`src/rtl/vote_pkg.sv`:
```
// Shared types and helpers for the vote collector slice.
package vote_pkg;

    typedef enum logic [1:0] {
        IDLE    = 2'd0,
        COLLECT = 2'd1,
        DONE    = 2'd2
    } state_e;

    localparam int unsigned NUM_VOTERS_DEF = 4;

    function automatic int unsigned cnt_width(input int unsigned n);
        return $clog2(n + 1);
    endfunction

endpackage

```
`src/rtl/vote_popcount.sv`:
```
// Combinational population count of the ballot vector.
module vote_popcount #(
    parameter int unsigned N  = 4,
    parameter int unsigned CW = 3
) (
    input  logic [N-1:0]  bits_i,
    output logic [CW-1:0] count_o
);

    always_comb begin
        count_o = '0;
        for (int unsigned i = 0; i < N; i++) begin
            count_o = count_o + CW'(bits_i[i]);
        end
    end

endmodule

```
`src/rtl/vote_collector.sv`:
```
// Ballot collector: valid/ready intake, duplicate/range rejection, majority/tie result.
// Optional forced close after TIMEOUT_CYCLES in COLLECT when VOTE_TIMEOUT_EN is defined.
module vote_collector
    import vote_pkg::*;
#(
    parameter int unsigned NUM_VOTERS     = NUM_VOTERS_DEF,
    parameter int unsigned ID_W           = 4,
    parameter int unsigned TIMEOUT_CYCLES = 255
) (
    input  logic                  clk,
    input  logic                  rst_n,
    input  logic                  start,
    input  logic                  vote_valid,
    input  logic [ID_W-1:0]       vote_id,
    input  logic                  vote_val,
    output logic                  vote_ready,
    output logic                  dup_err,
    output logic                  busy,
    output logic [NUM_VOTERS-1:0] votes,
    output logic [NUM_VOTERS-1:0] voted_mask,
    output logic                  result_valid,
    output logic                  result,
    output logic                  tie,
    input  logic                  result_ack
`ifdef VOTE_TIMEOUT_EN
    ,
    output logic                  timed_out
`endif
);

    localparam int unsigned CW = cnt_width(NUM_VOTERS);

    if (NUM_VOTERS < 2 || NUM_VOTERS > 16 || (1 << ID_W) < NUM_VOTERS || TIMEOUT_CYCLES == 0)
    begin : g_bad_params
        $error("vote_collector: illegal parameter combination");
    end

    state_e                state_q, state_d;
    logic [NUM_VOTERS-1:0] votes_q, votes_d, mask_q, mask_d, sel;
    logic                  dup_q, dup_d, result_q, result_d, tie_q, tie_d;
    logic                  out_of_range, timeout_hit;
    logic [CW-1:0]         yes;

`ifdef VOTE_TIMEOUT_EN
    localparam int unsigned TW = $clog2(TIMEOUT_CYCLES + 1);
    logic [TW-1:0] cnt_q, cnt_d;
    logic          to_q, to_d;
`endif

    // Popcount sees the next-state vector so result/tie register on the DONE entry edge.
    vote_popcount #(
        .N  (NUM_VOTERS),
        .CW (CW)
    ) u_popcount (
        .bits_i  (votes_d),
        .count_o (yes)
    );

    always_comb begin
        for (int unsigned i = 0; i < NUM_VOTERS; i++) begin
            sel[i] = (vote_id == ID_W'(i));
        end
    end

    assign out_of_range = (32'(vote_id) >= NUM_VOTERS);

`ifdef VOTE_TIMEOUT_EN
    assign timeout_hit = (state_q == COLLECT) && ((cnt_q + 1'b1) == TW'(TIMEOUT_CYCLES));
`else
    assign timeout_hit = 1'b0;
`endif

    always_comb begin
        state_d  = state_q;
        votes_d  = votes_q;
        mask_d   = mask_q;
        dup_d    = 1'b0;
        result_d = result_q;
        tie_d    = tie_q;
`ifdef VOTE_TIMEOUT_EN
        cnt_d    = cnt_q;
        to_d     = to_q;
`endif
        case (state_q)
            IDLE: begin
                if (start) begin
                    state_d = COLLECT;
                    votes_d = '0;
                    mask_d  = '0;
`ifdef VOTE_TIMEOUT_EN
                    cnt_d   = '0;
`endif
                end
            end
            COLLECT: begin
`ifdef VOTE_TIMEOUT_EN
                cnt_d = cnt_q + 1'b1;
`endif
                if (vote_valid) begin
                    if (out_of_range || |(sel & mask_q)) begin
                        dup_d = 1'b1;
                    end else begin
                        votes_d = (votes_q & ~sel) | (sel & {NUM_VOTERS{vote_val}});
                        mask_d  = mask_q | sel;
                    end
                end
                if (&mask_d || timeout_hit) begin
                    state_d  = DONE;
                    result_d = ({yes, 1'b0} >  (CW + 1)'(NUM_VOTERS));
                    tie_d    = ({yes, 1'b0} == (CW + 1)'(NUM_VOTERS));
`ifdef VOTE_TIMEOUT_EN
                    to_d     = ~&mask_d;
`endif
                end
            end
            DONE: begin
                if (result_ack) begin
                    state_d  = IDLE;
                    result_d = 1'b0;
                    tie_d    = 1'b0;
`ifdef VOTE_TIMEOUT_EN
                    to_d     = 1'b0;
`endif
                end
            end
            default: state_d = IDLE;
        endcase
    end

    always_ff @(posedge clk or negedge rst_n) begin
        if (!rst_n) begin
            state_q  <= IDLE;
            votes_q  <= '0;
            mask_q   <= '0;
            dup_q    <= 1'b0;
            result_q <= 1'b0;
            tie_q    <= 1'b0;
`ifdef VOTE_TIMEOUT_EN
            cnt_q    <= '0;
            to_q     <= 1'b0;
`endif
        end else begin
            state_q  <= state_d;
            votes_q  <= votes_d;
            mask_q   <= mask_d;
            dup_q    <= dup_d;
            result_q <= result_d;
            tie_q    <= tie_d;
`ifdef VOTE_TIMEOUT_EN
            cnt_q    <= cnt_d;
            to_q     <= to_d;
`endif
        end
    end

    assign vote_ready   = (state_q == COLLECT);
    assign busy         = (state_q != IDLE);
    assign result_valid = (state_q == DONE);
    assign dup_err      = dup_q;
    assign votes        = votes_q;
    assign voted_mask   = mask_q;
    assign result       = result_q;
    assign tie          = tie_q;
`ifdef VOTE_TIMEOUT_EN
    assign timed_out    = to_q;
`endif

endmodule

```
`config.mk`:
```
export PLATFORM = sky130hd
export DESIGN_NAME = vote_collector
export DESIGN_NICKNAME = d
export VERILOG_FILES = /design/src/rtl/vote_pkg.sv /design/src/rtl/vote_popcount.sv /design/src/rtl/vote_collector.sv
export SDC_FILE = /design/constraint.sdc
export NUM_CORES = 1
export LEC_CHECK = 0
export BUFFER_PORTS_ARGS = -buffer_cell sky130_fd_sc_hd__buf_2
export CORE_MARGIN = 2
export CORE_UTILIZATION = 52
export DETAILED_ROUTE_END_ITERATION = 6
export PLACE_DENSITY = 0.81
export SLEW_MARGIN = 10
export SYNTH_ARGS = -nofsm -noshare
export SYNTH_HDL_FRONTEND = slang
export SYNTH_HIERARCHICAL = 1
export SYNTH_SLANG_ARGS = --single-unit
```
`constraint.sdc`:
```
create_clock -name clk -period 4 [get_ports clk]
set_clock_uncertainty 0.15 [all_clocks]
set_input_delay 0.8 -clock clk [delete_from_list [all_inputs] [get_ports clk]]
set_output_delay 0.8 -clock clk [all_outputs]
set_load 0.02 [all_outputs]
```
Yosys cells after proc, flatten, opt, wreduce, memory -nomap -nowiden. Index checks and enable logic that the tools add are counted. Widths: inputs -> output; s select.

Flip-flop bits (word level): 13. Input port bits: 10. Word-level logic and storage cells: 58.

$add $sub $neg: 3. Order comparisons: 2. Eq/ne operators: 9. Multiplexer cells: 21. Bitwise operators: 6. Reductions and logical operators: 11.

Operator list (number): $mux 4 (7); $pmux 4 s2 (2); $and 4x4->4 (3); $eq 4x2->1 const B (2); $or 4x4->4 (2); $add 3x1->3 (2); $mux 1 (6); $mux 2 (3); $pmux 2 s3 (1); $reduce_and 3->1 (2); $reduce_bool 2->1 (3); $eq 4x1->1 const B (1); $ge 4x3->1 const B (1); $gt 4x3->1 const B (1); $logic_not 4->1 (1); $ne 2x1->1 const B (2); $not 4->4 (1); $pmux 1 s2 (2); $reduce_and 4->1 (1); $reduce_or 4->1 (1); $eq 3x2->1 const B (1); $add 1x1->2 (1); $eq 2x1->1 const B (1); $eq 2x2->1 const B (1); 4 further kinds (4).

Logic depth before layout (Yosys ltp).
Depth after elaboration: 13. Gate-level depth with buffers: 13. Gate-level depth less buffers: 13.

Modules after synthesis. Netlist, hierarchy kept.

By module, submodules not included: vote_collector (instances 1, cells an instance 73, area an instance 718.2 um2); vote_popcount (instances 1, cells an instance 8, area an instance 63.8 um2).

Worst setup path before layout. No wires, ideal clock.

Path type: input port to flip-flop. Start point: in vote_id[3]. End point: reg result_q (netlist: result). Arrival: 2.805 ns. Data required time: 3.721 ns. Path slack: 0.917 ns. Stages on the path: 12. Buffers on the path: 0. Path through: nor2_1 nand3_1 nor3_1 nand2b_1 mux2i_1 inv_1 fa_1 inv_1 ha_1 ha_1 a21oi_1 mux2i_1.

Word-level cells in the longest chain between the ends: 13.

RTL lines: start: declaration (RTL line vote_collector.sv:14) `input logic [ID_W-1:0] vote_id,`; $eq 4x1->1, or another cell as far along (RTL line vote_collector.sv:61) `sel[i] = (vote_id == ID_W'(i));`; $and 4x4->4 or $not 4->4 (tied branches) (RTL line vote_collector.sv:100, vote_collector.sv:103); $reduce_or 4->1 or $and 4x4->4 (tied branches) (RTL line vote_collector.sv:100, vote_collector.sv:103); $logic_or 1x1->1 or $or 4x4->4 (tied branches) (RTL line vote_collector.sv:100, vote_collector.sv:103); $mux 4 * (RTL line vote_collector.sv:100) `if (out_of_range || |(sel & mask_q)) begin`; $mux 4 * (RTL line vote_collector.sv:99) `if (vote_valid) begin`; $pmux 4 s2 * (RTL line vote_collector.sv:84) `case (state_q)`; named net votes_d[0] (RTL line vote_collector.sv:39) `logic [NUM_VOTERS-1:0] votes_q, votes_d, mask_q, mask_d, sel;`; $add 1x1->2 * (RTL line vote_popcount.sv:13) `count_o = count_o + CW'(bits_i[i]);`; $add 3x1->3 * (2 in series) (RTL line vote_popcount.sv:13); named net yes[1] (RTL line vote_collector.sv:42) `logic [CW-1:0] yes;`; $gt 4x3->1 * (RTL line vote_collector.sv:109) `result_d = ({yes, 1'b0} > (CW + 1)'(NUM_VOTERS));`; $mux 1 * (RTL line vote_collector.sv:107) `if (&mask_d || timeout_hit) begin`; $pmux 1 s2 * (RTL line vote_collector.sv:84); end signal: assignment (RTL line vote_collector.sv:147) `result_q <= result_d;`; end: declaration (RTL line vote_collector.sv:40) `logic dup_q, dup_d, result_q, result_d, tie_q, tie_d;`.

The timed path passes the listed nets; every way through them passes the cells marked *. The select of a mux whose other input is x is not followed. A chain may end at the register's enable or synchronous reset.

Worst setup path in the final report. Same ends and word-level chain as after synthesis.

==> impl_metrics.tcl <==
set metrics [dict create \
    dominantRegCellSynth "sky130_fd_sc_hd__dfrtp_1" \
    avgSynthCellArea_um2 9.65 \
    routed_via_density 5.75 \
    cts_sinks 13 \
    worst_hold_slack_ps 246 \
    syn-instance-count 81 \
    most-common-layout-cells "sky130_fd_sc_hd__buf_2, sky130_fd_sc_hd__dfrtp_1, sky130_fd_sc_hd__nand2_1" \
    largest_net_degree_at_the_start_of_global_routing 14 \
    floorplan.die.height_um 42.8 \
    critical_path.top_delay_family "adder cells" \
    synth_largest_area_cell "sky130_fd_sc_hd__dfrtp_1" \
    finalPower_mw 0.586 \
    post-route-drc-count 0 \
    regArea_um2 325 \
    synth_area_leaders "sky130_fd_sc_hd__dfrtp_1, sky130_fd_sc_hd__mux2i_1, sky130_fd_sc_hd__nand2_1" \
    synth_async_sr_flop_share 1.00 \
    layout.nets 120 \
    multiInputGateArea_um2 410 \
    grt_util_all_layers 0.209 \
    min_period_ps 3200 \
    gp_congestion 0.821 \
    critPathCaptureType "flip-flop" \
    preCtsSetupSlack_ps 499 \
    numPortBuffers 23 \
    setup_viol 0 \
    critPathMaxFanout 3 \
    route.vias.total 696 \
    yosys.cell_types.count 30 \
    synth.yosys.warnings 6 \
    tritoncts_clock_tree "yes" \
    cp.depth 13 \
    die_width_um 42.8 \
    post_cts_resized 0 \
    vdd_ir_drop_max_mv 0.404 \
    antenna_found_initial 0 \
    r2r.worst_path.cells 12 \
    antenna_cells_inserted 0 \
    wire_per_inst_um 14.1 \
    routed_wirelength_um 1710 \
    syn-num-nets 94 \
    placed_cell_area_um2 900 \
    synth.cell_area_um2 782 \
    cts_hold_repair.buffers 0 \
    instances_no_fill 121 \
    power_density_nw_per_um2 633 \
    category_of_the_worst_setup_path_launch_point "input port" \
    timing.critical_path.cells "buf_2 -> nor2_1 -> nand3_1 -> nor3_1 -> nand2b_1 -> mux2i_1 -> inv_1 -> fa_1 -> inv_1 -> ha_1 -> ha_1 -> a21oi_1 -> mux2i_1" \
    cts_buffer_depth 2 \
    coreArea_um2 1350 \
    layout-area-overhead-vs-synth_pct 18.4 \
    status "completed" \
    worst_setup_hold_path_clk_slew_ps 80 \
    rsz0062_at_grt "no" \
    worst_ep_required_time_ps 4010 \
    postLayoutCellArea_um2 926 \
    drv_cap 0 \
    place.detailed.hpwl_um 1320 \
    cts-htree-levels 1 \
    layout_commonest_cell "sky130_fd_sc_hd__buf_2" \
    numCtsBuffers 3 \
    final-hold-violation-count 0 \
    synth_sequential_area_ratio 0.416 \
    floorplan.initialDensity 0.579 \
    ios 24 \
    post-route-worst-setup-slack_ps 798 \
    floorplan.die_area_um2 1830 \
    finalSetupTns_ps 0 \
    slew_headroom 0.741 \
    yosysTopAreaCellShare 0.416 \
    place_inst 117 \
    detail_route.first_pass.iterations 4 \
    final_core_utilization 0.686 \
    slew_viol_final 0 \
    clock_latency_ps 270 \
    post-cts-setup-buffers 0 \
    drt.antenna.violating_nets 0 \
    worst-slew-pin-transition_ps 383 \
    fillers 128 \
    hold_path.class "input port to async pin" \
    ys_ff_latch 13 \
    critical_path.slowest_cell "sky130_fd_sc_hd__fa_1" \
    final_min_period_over_clock_period 0.801 \
    std_cell_rows 13 \
    power.static_leakage_nw 0.497 \
    overflow 0 \
    ctsRootBufferMaster "sky130_fd_sc_hd__clkbuf_4" \
    fmax_mhz 312 \
    synth_enable_flop_cells 0 \
    critical-path-max-stage-delay_ps 540 \
    critical_path.n_buffers_inverters 3 \
    grt_pass1_wl_um 2810 \
    arrival_ps 3210 \
    detail_route.iter0.violations 8 \
    crit_type "input port to flip-flop" \
    post_route_cells_drive_above_1_share 0.292 \
    grt_pass1_vias 630 \
]
==> synth_stat cells (2+ instances only) <==
library cell and number:
sky130_fd_sc_hd__a21oi_1 3, sky130_fd_sc_hd__and3_1 2, sky130_fd_sc_hd__dfrtp_1 13, sky130_fd_sc_hd__ha_1 2, sky130_fd_sc_hd__inv_1 8, sky130_fd_sc_hd__mux2i_1 6, sky130_fd_sc_hd__nand2_1 12, sky130_fd_sc_hd__nand2b_1 3
sky130_fd_sc_hd__nand3_1 2, sky130_fd_sc_hd__nor2_1 8, sky130_fd_sc_hd__nor3_1 2, sky130_fd_sc_hd__o21a_1 2
==> state kept, by name, summed over array words and instances, names as in the netlist <==
signal	count
result	1
voted_mask	4
votes	4
tie	1
state_q	2
dup_err	1
==> worst register-to-register path: cells and delay by family, from the launching register on <==
kind | cells | cell delay, ps
mux | 2 | 310
compound gates | 1 | 170
simple gates | 4 | 670
fa+ha+maj | 3 | 990
buf+inv | 2 | 140
flops | 1 | 420
==> area by class of cell <==
class | instances | share of cell area
inverters | 8 | 0.0324
flip-flops and latches | 13 | 0.351
multi-input cells | 58 | 0.443
repair buffers | 23 | 0.124
well taps | 15 | 0.0203
clock buffers | 4 | 0.0284
==> path summary, 6_finish.rpt <==
kind | start | end | slack (ps)
max reg2reg | state_q[1] | result | 1020
min in group clk | tie | tie | 390
min reg2reg | tie | tie | 390
max | vote_id[3] | result | 800
min | rst_n | votes[3] | 250
max in group asynchronous | rst_n | dup_err | 3220
==> metal layers <==
layer,GRT usage,part of all wire
met5,0,0
met1,0.267,0.43
met4,0.0750,0.0070
met2,0.358,0.51
met3,0.0255,0.057
==> cell families after synthesis <==
group / Yosys count / share of synthesized area
mux: 7 / 0.106
compound gates: 13 / 0.133
buf+inv: 10 / 0.0592
fa+ha+maj: 3 / 0.0576
simple gates: 35 / 0.229
flops: 13 / 0.416
==> power breakdown <==
group	total (mW)	internal (mW)	switching, mW
clock network	0.0808	0.0386	0.0422
logic	0.283	0.114	0.168
registers	0.222	0.174	0.0477
total	0.586	0.328	0.258
No activity file was read; power rests on OpenSTA's default activity.
